## src/rtl/present_core_param.sv

```systemverilog
// present_core_param: iterative PRESENT-80/128 core, one round per clock.
// Define PRESENT_DECRYPT_EN to build the KEYPREP state and inverse rounds.
module present_core_param #(
  parameter int KEY_WIDTH  = 80,
  parameter int NUM_ROUNDS = 31
) (
  input  logic                 clk,
  input  logic                 rstn,
  input  logic                 start,
  input  logic                 decrypt,
  input  logic [KEY_WIDTH-1:0] key,
  input  logic [63:0]          data_in,
  output logic                 ready,
  output logic                 done,
  output logic [63:0]          data_out
);
  localparam logic [4:0] RC_N = 5'(NUM_ROUNDS);

  typedef enum logic [1:0] {
    S_IDLE    = 2'd0,
    S_ROUND   = 2'd1,
`ifdef PRESENT_DECRYPT_EN
    S_KEYPREP = 2'd3,
`endif
    S_FINAL   = 2'd2
  } fsm_t;

  if (!(KEY_WIDTH == 80 || KEY_WIDTH == 128)) begin : g_bad_kw
    $error("present_core_param: KEY_WIDTH must be 80 or 128");
  end
  if (NUM_ROUNDS < 1 || NUM_ROUNDS > 31) begin : g_bad_nr
    $error("present_core_param: NUM_ROUNDS must be 1..31");
  end

  function automatic logic [3:0] sbox(input logic [3:0] x);
    logic [3:0] y;
    case (x)
      4'h0: y = 4'hC; 4'h1: y = 4'h5; 4'h2: y = 4'h6; 4'h3: y = 4'hB;
      4'h4: y = 4'h9; 4'h5: y = 4'h0; 4'h6: y = 4'hA; 4'h7: y = 4'hD;
      4'h8: y = 4'h3; 4'h9: y = 4'hE; 4'hA: y = 4'hF; 4'hB: y = 4'h8;
      4'hC: y = 4'h4; 4'hD: y = 4'h7; 4'hE: y = 4'h1; default: y = 4'h2;
    endcase
    return y;
  endfunction

  function automatic logic [63:0] s_layer(input logic [63:0] x);
    logic [63:0] y;
    for (int i = 0; i < 16; i++) y[4*i +: 4] = sbox(x[4*i +: 4]);
    return y;
  endfunction

  // bit i moves to 16*i mod 63; bit 63 stays put
  function automatic logic [63:0] p_layer(input logic [63:0] x);
    logic [63:0] y;
    y = '0;
    for (int i = 0; i < 63; i++) y[(i * 16) % 63] = x[i];
    y[63] = x[63];
    return y;
  endfunction

`ifdef PRESENT_DECRYPT_EN
  function automatic logic [3:0] inv_sbox(input logic [3:0] x);
    logic [3:0] y;
    case (x)
      4'h0: y = 4'h5; 4'h1: y = 4'hE; 4'h2: y = 4'hF; 4'h3: y = 4'h8;
      4'h4: y = 4'hC; 4'h5: y = 4'h1; 4'h6: y = 4'h2; 4'h7: y = 4'hD;
      4'h8: y = 4'hB; 4'h9: y = 4'h4; 4'hA: y = 4'h6; 4'hB: y = 4'h3;
      4'hC: y = 4'h0; 4'hD: y = 4'h7; 4'hE: y = 4'h9; default: y = 4'hA;
    endcase
    return y;
  endfunction

  function automatic logic [63:0] inv_s_layer(input logic [63:0] x);
    logic [63:0] y;
    for (int i = 0; i < 16; i++) y[4*i +: 4] = inv_sbox(x[4*i +: 4]);
    return y;
  endfunction

  function automatic logic [63:0] inv_p_layer(input logic [63:0] x);
    logic [63:0] y;
    y = '0;
    for (int i = 0; i < 63; i++) y[i] = x[(i * 16) % 63];
    y[63] = x[63];
    return y;
  endfunction
`endif

  fsm_t                 fsm_q;
  logic [63:0]          state_q;
  logic [KEY_WIDTH-1:0] key_q;
  logic [4:0]           rc_q;
  logic                 ready_q;
  logic                 done_q;
  logic [63:0]          dout_q;

  logic                 accept;
  logic [63:0]          rk;
  logic [63:0]          enc_st;
  logic [63:0]          enc_out;
  logic [KEY_WIDTH-1:0] key_fwd;

  assign accept  = ready_q & start;
  assign rk      = key_q[KEY_WIDTH-1 -: 64];
  assign enc_st  = p_layer(s_layer(state_q ^ rk));
  assign enc_out = enc_st ^ key_fwd[KEY_WIDTH-1 -: 64];

`ifdef PRESENT_DECRYPT_EN
  logic                 dec_q;
  logic [63:0]          dec_st;
  logic [63:0]          dec_out;
  logic [KEY_WIDTH-1:0] key_inv;

  assign dec_st  = inv_s_layer(inv_p_layer(state_q ^ rk));
  assign dec_out = dec_st ^ key_inv[KEY_WIDTH-1 -: 64];
`else
  logic unused_decrypt;
  assign unused_decrypt = decrypt;
`endif

  if (KEY_WIDTH == 128) begin : g_k128
    logic [127:0] rot;
    // forward schedule: rotl 61, two top nibbles through S, rc into [66:62]
    always_comb begin
      rot = {key_q[66:0], key_q[127:67]};
      key_fwd = rot;
      key_fwd[127:124] = sbox(rot[127:124]);
      key_fwd[123:120] = sbox(rot[123:120]);
      key_fwd[66:62] = rot[66:62] ^ rc_q;
    end
`ifdef PRESENT_DECRYPT_EN
    logic [127:0] un;
    // inverse schedule: undo rc, undo S, rotr 61
    always_comb begin
      un = key_q;
      un[66:62] = key_q[66:62] ^ rc_q;
      un[127:124] = inv_sbox(key_q[127:124]);
      un[123:120] = inv_sbox(key_q[123:120]);
      key_inv = {un[60:0], un[127:61]};
    end
`endif
  end else begin : g_k80
    logic [79:0] rot;
    // forward schedule: rotl 61, top nibble through S, rc into [19:15]
    always_comb begin
      rot = {key_q[18:0], key_q[79:19]};
      key_fwd = rot;
      key_fwd[79:76] = sbox(rot[79:76]);
      key_fwd[19:15] = rot[19:15] ^ rc_q;
    end
`ifdef PRESENT_DECRYPT_EN
    logic [79:0] un;
    // inverse schedule: undo rc, undo S, rotr 61
    always_comb begin
      un = key_q;
      un[19:15] = key_q[19:15] ^ rc_q;
      un[79:76] = inv_sbox(key_q[79:76]);
      key_inv = {un[60:0], un[79:61]};
    end
`endif
  end

  // control FSM and datapath registers; done/ready/data_out are registered
  always_ff @(posedge clk or negedge rstn) begin
    if (!rstn) begin
      fsm_q   <= S_IDLE;
      state_q <= '0;
      key_q   <= '0;
      rc_q    <= '0;
      ready_q <= 1'b1;
      done_q  <= 1'b0;
      dout_q  <= '0;
`ifdef PRESENT_DECRYPT_EN
      dec_q   <= 1'b0;
`endif
    end else begin
      done_q <= 1'b0;
      if (accept) begin
        state_q <= data_in;
        key_q   <= key;
        rc_q    <= 5'd1;
        ready_q <= 1'b0;
`ifdef PRESENT_DECRYPT_EN
        dec_q   <= decrypt;
        fsm_q   <= decrypt ? S_KEYPREP : S_ROUND;
`else
        fsm_q   <= S_ROUND;
`endif
      end else begin
        unique case (fsm_q)
`ifdef PRESENT_DECRYPT_EN
          S_KEYPREP: begin
            key_q <= key_fwd;
            if (rc_q == RC_N) fsm_q <= S_ROUND;
            else rc_q <= rc_q + 5'd1;
          end
`endif
          S_ROUND: begin
`ifdef PRESENT_DECRYPT_EN
            if (dec_q) begin
              state_q <= dec_st;
              key_q   <= key_inv;
              if (rc_q == 5'd1) begin
                fsm_q   <= S_FINAL;
                dout_q  <= dec_out;
                done_q  <= 1'b1;
                ready_q <= 1'b1;
              end else begin
                rc_q <= rc_q - 5'd1;
              end
            end else
`endif
            begin
              state_q <= enc_st;
              key_q   <= key_fwd;
              if (rc_q == RC_N) begin
                fsm_q   <= S_FINAL;
                dout_q  <= enc_out;
                done_q  <= 1'b1;
                ready_q <= 1'b1;
              end else begin
                rc_q <= rc_q + 5'd1;
              end
            end
          end
          S_FINAL: fsm_q <= S_IDLE;
          default: fsm_q <= S_IDLE;
        endcase
      end
    end
  end

  assign ready    = ready_q;
  assign done     = done_q;
  assign data_out = dout_q;

endmodule

```

## config.mk

```make
export PLATFORM = sky130hd
export DESIGN_NAME = present_core_param
export DESIGN_NICKNAME = d
export VERILOG_FILES = /design/src/rtl/present_core_param.sv
export SDC_FILE = /design/constraint.sdc
export NUM_CORES = 1
export LEC_CHECK = 0
export CAP_MARGIN = 0
export CORE_MARGIN = 2
export CORE_UTILIZATION = 45
export DETAILED_ROUTE_END_ITERATION = 16
export PLACE_DENSITY = 0.69
export SYNTH_ARGS = -nofsm -noshare
export SYNTH_HDL_FRONTEND = slang
export SYNTH_SLANG_ARGS = --single-unit
```

## constraint.sdc

```tcl
create_clock -name clk -period 2.9 [get_ports clk]
set_input_delay 0.58 -clock clk [delete_from_list [all_inputs] [get_ports clk]]
set_output_delay 0.58 -clock clk [all_outputs]
set_load 0.1 [all_outputs]
```

# Word-level counts from Yosys, hierarchy flattened
# Memories as Yosys holds them, arrays and structs flattened.
# Cells that the tools add are included.
word_totals:
  register_bits: 217
  latch_bits: 0
  ramBits: 0
  romBits: 1088
  inputBits: 148
  mem_count: 17
memory_table:
  columns: ["name", "depth", "width", "read_ports", "rd_ports_with_merged_regs", "write_ports", "line_no", "rtl"]
  rows:
  - ["(no name shown)", 16, 4, 1, 0, 0, "37", "case (x)"]
  - ["(no name shown)", 16, 4, 1, 0, 0, "37", null]
  - ["(no name shown)", 16, 4, 1, 0, 0, "37", null]
  - ["(no name shown)", 16, 4, 1, 0, 0, "37", null]
  - ["(no name shown)", 16, 4, 1, 0, 0, "37", null]
  - ["(no name shown)", 16, 4, 1, 0, 0, "37", null]
  - ["11 more memories", null, null, null, null, null, null, null]
classes:
  add_sub_neg: 1
  n_mul: 0
  div: 0
  order_cmp: 0
  eq_ne: 4
  shift: 0
  mux: 16
  n_bitwise: 5
  n_reduce_logical: 5
op_table:
  columns: ["operator", "n"]
  rows:
  - ["$mux W80", 2]
  - ["$mux W64", 2]
  - ["$xor A64 B64 Y64", 2]
  - ["$mux W5", 3]
  - ["$mux W1", 6]
  - ["$mux W2", 3]
  - ["$add A5 B1 Y5 const B", 1]
  - ["$eq A5 B5 Y1 const B", 1]
  - ["$xor A5 B5 Y5", 1]
  - ["$reduce_and A2 Y1", 2]
  - ["$reduce_bool A2 Y1", 2]
  - ["$ne A3 B3 Y1 const B", 1]
  - ["$reduce_and A3 Y1", 1]
  - ["$eq A2 B1 Y1 const B", 1]
  - ["$ne A2 B2 Y1 const B", 1]
  - ["$and A1 B1 Y1", 1]
  - ["$not A1 Y1", 1]

# Logic depth before layout (Yosys ltp)
# Gate-level depths: netlist (run 1).
logic_depth:
  depth_word: 4
  ltp_mapped: 9
  depth_no_buf: 7

# Worst setup path before layout (run 1)
# Ideal clock, no wire load.
synth_path:
  kind: "register -> register"
  start: "register ready_q (netlist: ready)"
  end: "register dout_q[20] (netlist: data_out[20])"
  arrival_time_ns: 1.993
  slack_ns: 0.824
  path_stages_with_launch: 8
  path_buffers: 3
  period_less_slack_ns: 2.076
  cell_sequence: "dfstp_2 > nand2_1 > nand3_1 > clkbuf_1 > buf_2 > buf_2 > nand2_1 > o21ai_0"
synth_between:
  elab_chain_len: 3
synth_rtl:
  columns: ["element", "line_no", "rtl"]
  rows:
  - ["from (decl)", "92", "logic ready_q;"]
  - ["from (signal assigned)", "169", "ready_q <= 1'b1;"]
  - ["from (signal assigned)", "181", "ready_q <= 1'b0;"]
  - ["from (signal assigned)", "219", "ready_q <= 1'b1;"]
  - ["$and A1 B1 Y1", "102", "assign accept = ready_q & start;"]
  - ["$not A1 Y1 (no line)", null, null]
  - ["$reduce_and A3 Y1 (no line)", null, null]
  - ["to (signal assigned)", "217", "dout_q <= enc_out;"]
  - ["to (decl)", "94", "logic [63:0] dout_q;"]
# Every way passes these cells.
# A chain may end at the register's enable or synchronous reset.

# Final worst setup path (run 1)
layout_path:
  start: "register key_q[76]"
  end: "register dout_q[15] (netlist: data_out[15])"
layout_between:
  elab_chain_len: 3
layout_rtl:
  columns: ["element", "line_no", "rtl"]
  rows:
  - ["from (decl)", "90", "logic [KEY_WIDTH-1:0] key_q;"]
  - ["from (signal assigned)", "179", "key_q <= key;"]
  - ["from (signal assigned)", "214", "key_q <= key_fwd;"]
  - ["$xor A64 B64 Y64", "104", "assign enc_st = p_layer(s_layer(state_q ^ rk));"]
  - ["$mem_v2 Z16 W4", null, null]
  - ["$xor A64 B64 Y64", "105", "assign enc_out = enc_st ^ key_fwd[KEY_WIDTH-1 -: 64];"]
# Every way passes these cells.

==> results, run 1 <==
- After global routing the overflow that remains totals 0.
- The flow ran to the end, but the final reports show violations.
- Entering global routing, the biggest net connects 148 pins.
- The required time at the endpoint of the critical path is 3.31 ns.
- Setup repair after global routing left no endpoint under its margin.
- The antenna diode count is 0.
- The checks that failed: hold timing.
- The initial utilization of the core area, before any placement, comes to 45.8%.
- The post-layout net count is 1806.
- The transition time at the pin with the least slew margin is 0.670 ns.
- The average vias per placed instance is 5.55.
- The biggest area contributor in the post-synthesis netlist is sky130_fd_sc_hd__dfrtp_1.
- Counting flops and latches in the post-synthesis netlist gives 217.
- Along the worst path, the maximum fanout reaches 5.
- The final critical-path required period is 2.55 ns.
- The arrival time at the worst endpoint is 2.96 ns.
- The number of DRC violations after detailed routing is 0.
- The number of nets still failing antenna checks after routing is 0.
- The number of iterations in the first detailed-routing pass is 5.
- The cell family contributing the most delay on the critical path is XOR/XNOR gates.
- The die covers 30700 um2.
- The maximum clock skew at final layout is 0.00782 ns.
- The initial antenna violation count is 0.
- The number of H-tree levels is 1.
- Once placement completed, the tool counted placed cells totaling 1928.
- The root buffer selected by CTS is sky130_fd_sc_hd__clkbuf_16.
- The floorplan step set the die width to 175 um.
- The start-to-end type of the worst setup path is reg2reg.
- The mapped netlist covers 13200 um2.
- Sorting the synthesized cells by how often they occur yields 240 x sky130_fd_sc_hd__nand2_1, 216 x sky130_fd_sc_hd__dfrtp_1, 112 x sky130_fd_sc_hd__a21oi_1, 109 x sky130_fd_sc_hd__nor2_1, 95 x sky130_fd_sc_hd__o21ai_0.
- The highest-delay cell along the critical path is sky130_fd_sc_hd__dfrtp_1.
- The via count of the first global-routing pass is 10900.
- The largest single stage delay on the critical path is 0.49 ns.
- The average detailed-routed wire length per instance is 20.8 um.
- The distinct cell type count after synthesis is 36.
- The endpoint class of the critical path is a flip-flop.
- In this run the deepest clock path goes through 3 buffers.
- The ratio of final minimum period to clock period is 87.9%.
- The clock tree from TritonCTS is yes.
- In the global route stage, overall resource usage came out at 26.6%.
- The detailed router placed 10900 vias in this run.
- The share of the Yosys chip area taken by registers is 41.2%.
- The number of hold violations in the final report was 3.
- The number of setup violations in the final report is 0.
- The start point of the critical path is key_q[76].
- The synthesized design devotes to its leading area cell type 41.0% of total area.
- Of the cells placed in the final design, the portion with a size suffix greater than 1 is 10.4%.
- Compared with the post-synthesis result, the final layout area differs by 24.2%.
- The number of flops mapped to enable cells by yosys is 0.
- 214 I/O pins were placed.
- In this run the worst hold path is classified as in2async.
- The headroom to the max-slew limit is 55.3%.
- Max-cap violations in this run came to 0.
- Buffers added to address setup during post-CTS repair amount to 0.
- The clock net in this run drives a total of 217 sinks.
- After routing, the total negative slack on setup checks comes to 0 ns.
- The net count after synthesis is 1633.
- The worst path buffer plus inverter count is 1.
- The count of cells in the finished layout, fillers not included, comes to 1974.
- A synthesized cell averages 9.43 um2.
- The commonest register cell after synthesis is sky130_fd_sc_hd__dfrtp_1.
- The first-iteration detailed-routing DRC count is 831.
- After synthesis, the cell types taking the most area are sky130_fd_sc_hd__dfrtp_1 41%, sky130_fd_sc_hd__ha_1 8.3%, sky130_fd_sc_hd__nand2_1 6.8%, sky130_fd_sc_hd__xnor2_1 5.0%, sky130_fd_sc_hd__a21oi_1 4.3%.
- The number of gates resized after CTS was 0.
- After detailed routing, the total wire length is 41000 um.
- After clock tree synthesis, the clock-pin slew on the worst setup and hold paths is 0.06 ns.
- The core area is 28800 um2.
- The first global-routing pass estimated 62600 um of wire.
- The kind of start point of the critical path is a flip-flop.
- Summed over all nets, the half-perimeter wirelength after detailed placement is 29900 um.
- At the end of routability-driven placement, the weighted congestion stood at 0.892.
- The number of slew-limit violations in the final report is 0.
- The launch point of the worst reg-to-reg path is key_q[76].
- The floorplan has 62 rows.
- At the later pin of the worst-skew pair, clock insertion delay measures 0.53 ns.
- Hold timing on the final database bottoms out at a slack of -0.00718 ns.
- The cell that appears most often on the critical path is sky130_fd_sc_hd__xnor2_1.
- After clock tree synthesis, the flow added hold-fix buffers numbering 0.
- The fraction of registers with async set/reset is 100%.
- The signal on the critical path passes through xnor2_1 -> inv_1 -> ha_1 -> mux2i_1 -> xnor2_1 -> xor2_1 -> mux2_2.
- Buffers inserted during clock tree synthesis total 25.
- The maximum clock frequency is 0.392 GHz.
- Input and output buffers added on the ports amount to 212.
- Yosys printed 0 warnings.
- The vertical extent of the die is 175 um.
- The most frequent cell after synthesis is sky130_fd_sc_hd__nand2_1.
- Synthesis produced 1398 cells.
## worst reg2reg max path, stage by stage, from the launching register on
cell	delay, ns
sky130_fd_sc_hd__dfrtp_1	0.49
sky130_fd_sc_hd__xnor2_1	0.45
sky130_fd_sc_hd__inv_1	0.17
sky130_fd_sc_hd__ha_1	0.35
sky130_fd_sc_hd__mux2i_1	0.09
sky130_fd_sc_hd__xnor2_1	0.47
sky130_fd_sc_hd__xor2_1	0.12
sky130_fd_sc_hd__mux2_2	0.28
## flip-flops by register name, indices dropped and copies added (netlist names)
signal    flops
rc_q          5
key_q        80
data_out     64
done          1
fsm_q         2
ready         1
state_q      64
## stage by stage
stage,setup WS [ns],instance area (um2),util [%]
2_1_floorplan,0.824,13200,-
3_3_place_gp,0.552,15600,54.0
3_5_place_dp,0.443,15600,54.0
4_1_cts,0.430,16400,56.9
5_1_grt,0.235,16400,56.9
6_report,0.351,16400,56.9
## layout make-up
cell class / instances / area, um2
Clock inverter: 6 / 83.8
Timing Repair Buffer: 226 / 2180
Tap cell: 384 / 480
Multi-Input combinational cell: 1031 / 7200
Fill cell: 2534 / 12400
Sequential cell: 217 / 5430
Clock buffer: 40 / 732
Inverter: 70 / 263
## final timing paths
check / depth (start not counted) / end / slack [ns]
max in group asynchronous: 2 / state_q[53] / 2.07
hold reg to reg: 2 / data_out[8] / 0.48
setup / recovery: 7 / data_out[15] / 0.35
min in group clk: 2 / data_out[8] / 0.48
hold / removal: 1 / data_out[21] / -0.007
setup reg to reg: 7 / data_out[15] / 0.35
## metal layers
metal	global-route usage, %	routed length [um]	up-vias
li1	-	-	5072
met1	35.9	17000	5342
met2	42.9	19000	453
met3	4.48	3230	80
met4	10.6	1820	0
met5	0	0	-
## logic make-up after synthesis
logic type	Yosys count	synth area share, %
simple gates	393	11.8
xor+xnor	145	10.9
flops	217	41.2
fa+ha+maj	87	8.26
buf+inv	150	4.46
mux	72	9.19
compound gates	334	14.2
## layout by cell type (no fill, tap or decap), types with 20 or more instances in the layout
cell type / n
sky130_fd_sc_hd__a21oi_1: 112
sky130_fd_sc_hd__a21o_1: 20
sky130_fd_sc_hd__o21ai_0: 95
sky130_fd_sc_hd__a31oi_1: 72
sky130_fd_sc_hd__xnor2_1: 75
sky130_fd_sc_hd__nor2_1: 109
sky130_fd_sc_hd__inv_1: 70
sky130_fd_sc_hd__dfrtp_1: 216
sky130_fd_sc_hd__buf_4: 71
sky130_fd_sc_hd__clkdlybuf4s50_1: 145
sky130_fd_sc_hd__mux2i_1: 34
sky130_fd_sc_hd__ha_1: 87
sky130_fd_sc_hd__clkbuf_16: 25
sky130_fd_sc_hd__xor2_1: 50
sky130_fd_sc_hd__o21a_1: 21
sky130_fd_sc_hd__nand2_1: 239
Power of run 1 is left out: the tool's default activity adds up to more than one toggle a clock period on the data nets, which glitch-free logic cannot reach.
==> run 2: changes to the inputs <==
--- a/config.mk
+++ b/config.mk
@@ -6,7 +6,6 @@
 export NUM_CORES = 1
 export LEC_CHECK = 0
 export CAP_MARGIN = 0
-export CORE_MARGIN = 2
 export CORE_UTILIZATION = 45
 export DETAILED_ROUTE_END_ITERATION = 16
 export PLACE_DENSITY = 0.69
==> results, run 2 (synthesis results as in run 1) <==
- The run finished with clean final reports.
- In the layout the commonest cells are 239 x sky130_fd_sc_hd__nand2_1, 216 x sky130_fd_sc_hd__dfrtp_1, 145 x sky130_fd_sc_hd__clkdlybuf4s50_1.
- Compared with the post-synthesis result, the final layout area differs by 24.4%.
- The number of H-tree levels is 1 (unchanged).
- The stage delay of the slowest cell on the critical path was 0.53 ns (+0.04 ns).
- The number of buffer cells added on primary ports is 212 (unchanged).
- The share of post-route cells with drive strength above 1 came to 11.0% (+0.66 points).
- The average vias per placed instance came to 5.52 (-0.52%).
- The clock transition at the register clock pins on the worst setup and hold paths after CTS is 0.06 ns (about the same).
- The vias after detailed routing is 10900 (-0.26%).
- The largest individual stage delay along the critical path comes from the cell sky130_fd_sc_hd__a21oi_1.
- The number of setup violations in the final report is 0 (unchanged).
- The leading cell type in the layout, fill and taps excluded is sky130_fd_sc_hd__nand2_1.
- The aggregate routed wire length is 40800 um (-0.61%).
- The count of boundary I/O pins is 214 (unchanged).
- The number of sinks handled by clock tree synthesis is 217 (unchanged).
- The maximum count of clock buffers along a single path is 3 (unchanged).
- The initial antenna violation count is 1 (+1).
- The critical path goes through xnor2_1 -> inv_1 -> ha_1 -> mux2i_1 -> a21oi_1 -> a21oi_1 -> a21o_1.
- STA classifies the critical path startpoint as a flip-flop.
- The critical path starts at key_q[17].
- The tree is rooted in a sky130_fd_sc_hd__clkbuf_16.
- The final worst slack is 0.349 ns (-0.00169 ns).
- The number of DRC violations after detailed routing is 0 (unchanged).
- The maximum clock skew at final layout is 0.0136 ns (+0.00582 ns).
- The antenna diode count came to 0 (unchanged).
- The number of hold violations in the final report was 0 (-3).
- The worst hold path class is in2async.
- The maximum clock frequency is 0.392 GHz (about the same).
- TritonCTS built the clock tree.
- key_q holds more flip-flops than any other register.
- The average detailed-routed wire length per instance came to 20.6 um (-0.86%).
- The detailed placement HPWL is 30100 um (+0.79%).
- The initial standard-cell utilization of the core is 45.8% (unchanged).
- The placer congestion estimate is 0.914 (+2.4%).
- The required time at the endpoint of the critical path came to 3.31 ns (about the same).
- The number of buffers added by the clock tree synthesis step is 25 (unchanged).
- The library cell appearing most often on the critical path is sky130_fd_sc_hd__a21oi_1.
- The launch point of the worst reg-to-reg path is key_q[17].
- The maximum fanout count along the critical path is 8 (+3).
- The utilization after layout is 57.0% (+0.096 points).
- The horizontal die dimension came to 173 um (-1.1%).
- The total global routing overflow was 0 (unchanged).
- Setup repair after global routing left no endpoint under its margin.
- The final critical-path required period is 2.55 ns (+0.00169 ns).
- The global-route wire length before repair is 63000 um (+0.68%).
- The die footprint was 30000 um2 (-2.3%).
- The number of flip-flops under the largest register name is 80 (unchanged).
- The vertical extent of the die is 173 um (-1.1%).
- The count of max-cap constraint violations is 0 (unchanged).
- The transition time at the pin with the least slew margin is 0.812 ns (+0.141 ns).
- The number of slew-limit violations in the final report is 0 (unchanged).
- The quantity of gates resized following cts is 0 (unchanged).
- The headroom to the max-slew limit was 45.9% (-9.4 points).
- The pre-CTS worst setup slack is 0.410 ns (-0.0322 ns).
- The via count of the first global-routing pass is 10900 (-0.45%).
- The number of cell instances on the worst register-to-register path came to 7 (unchanged).
- The start-to-end type of the worst setup path is reg2reg.
- The setup fix buffers added after clock tree synthesis came to 0 (unchanged).
- The worst setup path is captured at a flip-flop.
- The number of iterations in the first detailed-routing pass is 5 (unchanged).
- The summed negative setup slack over all endpoints is 0 ns (unchanged).
- The core area was 28800 um2 (unchanged).
- The overall routing resource usage came to 27.4% (+0.81 points).
- The ratio of final minimum period to clock period was 88.0% (about the same).
- The endpoint identified for the worst register-to-register timing path is state_q[48].
- The number of nets still failing antenna checks after routing was 0 (unchanged).
- The number of filler cells placed in the layout came to 2531 (-0.12%).
- The clock latency of the later-clocked register in the worst-skew pair was 0.53 ns (about the same).
- The number of rows in the core area is 62 (unchanged).
- The post-layout net count is 1812 (+0.33%).
- The largest net degree at the start of global routing is 90 (-39%).
- The arrival time at the worst endpoint is 2.96 ns (about the same).
- The slack of the worst reg-to-reg path is 0.35 ns (about the same).
- The number of hold-repair buffers added at the cts stage was 0 (unchanged).
- The first-iteration detailed-routing DRC count is 1011 (+22%).
[run 2: how the worst max path moves through the flow]
stage	slack, ns	end	cells after the start
4_1_cts	0.41	state_q[48]	7
3_5_place_dp	0.41	state_q[48]	7
2_1_floorplan	0.82	data_out[20]	7
3_3_place_gp	0.56	data_out[15]	7
5_1_grt	0.20	state_q[48]	7
6_report	0.35	state_q[48]	7
[run 2: layout make-up]
class | instances | area [um2] | share of cell area [%]
inverters | 70 | 263 | 1.60
repair buffers | 232 | 2200 | 13.4
clock buffers | 35 | 723 | 4.41
multi-input cells | 1031 | 7200 | 43.9
clock inverters | 10 | 100 | 0.610
well taps | 384 | 480 | 2.93
flip-flops and latches | 217 | 5430 | 33.1
[run 2: stage by stage]
stage	std cells	hold slack, ns	area, um2
after floorplan	1398	0.284	13200
after global placement	1934	0.464	15600
after detailed placement	1934	0.472	15600
after CTS	1979	0.0928	16400
after global routing	1979	0.102	16400
final	1979	0.0324	16400
[run 2: layer usage]
| layer | track usage (%) | routed length [um] |
|---|---|---|
| met3 | 4.53 | 2950 |
| met1 | 37.6 | 17300 |
| met5 | 0 | 0 |
| met2 | 42.3 | 18300 |
| met4 | 13.5 | 2150 |
[run 2: worst max-delay path, delay by kind of cell, from the launching register on]
kind	cells	cell delay, ns
mux	1	0.08
fa+ha+maj	1	0.36
flops	1	0.51
compound gates	3	0.87
xor+xnor	1	0.45
buf+inv	1	0.16
Power of run 2 is left out for the same reason.
==> run 3: changes to the inputs <==
--- a/config.mk
+++ b/config.mk
@@ -6,9 +6,9 @@
 export NUM_CORES = 1
 export LEC_CHECK = 0
 export CAP_MARGIN = 0
-export CORE_UTILIZATION = 45
+export CORE_UTILIZATION = 55
 export DETAILED_ROUTE_END_ITERATION = 16
-export PLACE_DENSITY = 0.69
+export PLACE_DENSITY = 0.82
 export SYNTH_ARGS = -nofsm -noshare
 export SYNTH_HDL_FRONTEND = slang
 export SYNTH_SLANG_ARGS = --single-unit
==> results, run 3 (synthesis results as in run 1) <==
- The flow ran to the end, and the final reports show no timing, DRC or antenna violations.
- The largest net degree at the start of global routing came to 138 (+53%).
- The number of iterations in the first detailed-routing pass was 7 (+2).
- The clock transition at the register clock pins on the worst setup and hold paths after CTS was 0.06 ns (about the same).
- The summed negative setup slack over all endpoints came to 0 ns (unchanged).
- In the layout the commonest cells are 239 x sky130_fd_sc_hd__nand2_1, 216 x sky130_fd_sc_hd__dfrtp_1, 145 x sky130_fd_sc_hd__clkdlybuf4s50_1.
- The setup fix buffers added after clock tree synthesis was 0 (unchanged).
- The number of nets still failing antenna checks after routing was 0 (unchanged).
- The number of flip-flops under the largest register name was 80 (unchanged).
- The number of cell instances on the worst register-to-register path is 6 (-1).
- The number of slew-limit violations in the final report was 0 (unchanged).
- The antenna diode count is 0 (unchanged).
- The register area came to 5430 um2 (unchanged).
- The critical path goes through xnor2_1 -> inv_1 -> ha_1 -> mux4_1 -> xnor2_1 -> o21ai_0.
- The aggregate routed wire length is 39600 um (-3.0%).
- The arrival time at the worst endpoint is 2.89 ns (-0.07 ns).
- STA classifies the critical path startpoint as a flip-flop.
- The overall routing resource usage is 32.7% (+5.2 points).
- The ratio of final minimum period to clock period is 86.1% (-1.9 points).
- The number of sinks handled by clock tree synthesis is 217 (unchanged).
- The share of post-route cells with drive strength above 1 was 11.0% (-0.076 points).
- The number of filler cells placed in the layout is 1776 (-30%).
- The clock latency of the later-clocked register in the worst-skew pair is 0.53 ns (about the same).
- The initial standard-cell utilization of the core is 56.2% (+10 points).
- The worst hold path class is in2async.
- The met3 track utilization from global routing is 5.40% (+0.87 points).
- The number of hold violations in the final report is 0 (unchanged).
- Setup repair after global routing left no endpoint under its margin.
- key_q holds more flip-flops than any other register.
- The horizontal die dimension is 157 um (-9.4%).
- The post-layout net count is 1815 (+0.17%).
- The average detailed-routed wire length per instance is 20.7 um (+0.21%).
- The slack of the worst reg-to-reg path is 0.40 ns (+0.05 ns).
- The placer congestion estimate was 0.937 (+2.5%).
- The headroom to the max-slew limit came to 52.7% (+6.8 points).
- The total global routing overflow is 0 (unchanged).
- The maximum clock frequency is 0.401 GHz (+2.2%).
- The layout overhead on the synthesized area is 23.7%.
- The number of rows in the core area is 56 (-9.7%).
- The startpoint identified for the worst register-to-register timing path is key_q[17].
- The slowest stage of the critical path belongs to the cell sky130_fd_sc_hd__mux4_1.
- The count of boundary I/O pins is 214 (unchanged).
- The maximum fanout count along the critical path is 8 (unchanged).
- The average vias per placed instance is 5.84 (+5.8%).
- The number of H-tree levels came to 1 (unchanged).
- met2 is the most crowded layer.
- The final critical-path required period is 2.50 ns (-0.0542 ns).
- The vertical extent of the die is 157 um (-9.4%).
- The maximum clock skew at final layout was 0.00734 ns (-0.00629 ns).
- The transition time at the pin with the least slew margin is 0.709 ns (-0.103 ns).
- The detailed placement HPWL is 29200 um (-3.1%).
- The global-route wire length before repair is 60300 um (-4.3%).
- The worst setup path is captured at a flip-flop.
- The first-iteration detailed-routing DRC count came to 1008 (-0.30%).
- The stage delay of the slowest cell on the critical path is 0.62 ns (+0.09 ns).
- The die footprint is 24600 um2 (-18%).
- The number of buffer cells added on primary ports is 212 (unchanged).
- The root buffer selected by CTS is sky130_fd_sc_hd__clkbuf_16.
- The vias after detailed routing is 11200 (+2.4%).
- The maximum count of clock buffers along a single path is 3 (unchanged).
- The number of hold-repair buffers added at the cts stage is 0 (unchanged).
- The count of max-cap constraint violations is 0 (unchanged).
- The worst register-to-register path ends at data_out[32].
- The core area is 23500 um2 (-18%).
- The met2 global-route usage is 52.9% (+11 points).
- The fraction of met1 tracks used by global routing was 42.4% (+4.8 points).
- The quantity of gates resized following cts is 0 (unchanged).
- The number of setup violations in the final report came to 0 (unchanged).
- The number of DRC violations after detailed routing is 0 (unchanged).
- The critical path is of the reg2reg type.
- The required time at the endpoint of the critical path is 3.30 ns (about the same).
- The via count of the first global-routing pass is 11000 (+1.7%).
- TritonCTS built the clock tree.
- The initial antenna violation count is 0 (-1).
- The leading cell type in the layout, fill and taps excluded is sky130_fd_sc_hd__nand2_1.
- The area of the multi-input gates is 7200 um2 (unchanged).
- By instance count, the cell type seen most on the critical path is sky130_fd_sc_hd__xnor2_1.
- The number of buffers added by the clock tree synthesis step was 24 (-4.0%).
## run 3: changes by cell type in the layout (fill, tap and decap cells not counted), sizes merged
cell | before | now
buf | 87 | 91
bufinv | 2 | 1
clkbuf | 35 | 38
clkinv | 8 | 4
## run 3: cell type report
| cell class | count | share of cell area (%) |
|---|---|---|
| Clock buffer | 38 | 4.50 |
| Clock inverter | 5 | 0.307 |
| Inverter | 70 | 1.61 |
| Multi-Input combinational cell | 1031 | 44.1 |
| Sequential cell | 217 | 33.3 |
| Tap cell | 319 | 2.45 |
| Timing Repair Buffer | 236 | 13.7 |
## run 3: how the worst max path moves through the flow
stage	start	endpoint	depth (start not counted)
floorplan	ready	data_out[20]	7
finish	key_q[17]	data_out[32]	6
detailed placement	key_q[17]	data_out[32]	6
global placement	key_q[17]	data_out[32]	6
global route	key_q[17]	data_out[32]	6
CTS	key_q[17]	data_out[32]	6
## run 3: worst max-delay path: cells and delay by family (launching register included)
kind	cells	cell delay, ns
XOR/XNOR	2	0.63
multiplexers	1	0.62
buffers and inverters	1	0.16
flip-flops	1	0.52
adder cells (fa/ha/maj)	1	0.36
AO/OA/AOI/OAI	1	0.09
## run 3: per-stage QoR
step                hold WS [ns]  cell area [um2]  setup WS, ns  util, %  cells
global placement           0.464            15500         0.523     66.1   1873
global route              0.0834            16300         0.282     69.5   1916
detailed placement         0.472            15500         0.437     66.1   1873
CTS                       0.0939            16300         0.425     69.5   1916
finish                    0.0435            16300         0.403     69.5   1916
floorplan                  0.284            13200         0.824        -   1398
## run 3: layer usage
metal,part of all wire (%),up-vias,routed length [um]
met3,8.6,106,3390
met5,0,-,0
met1,39,5420,15600
met2,47,569,18500
li1,-,5086,-
met4,5.2,0,2070
Power of run 3 is left out for the same reason.
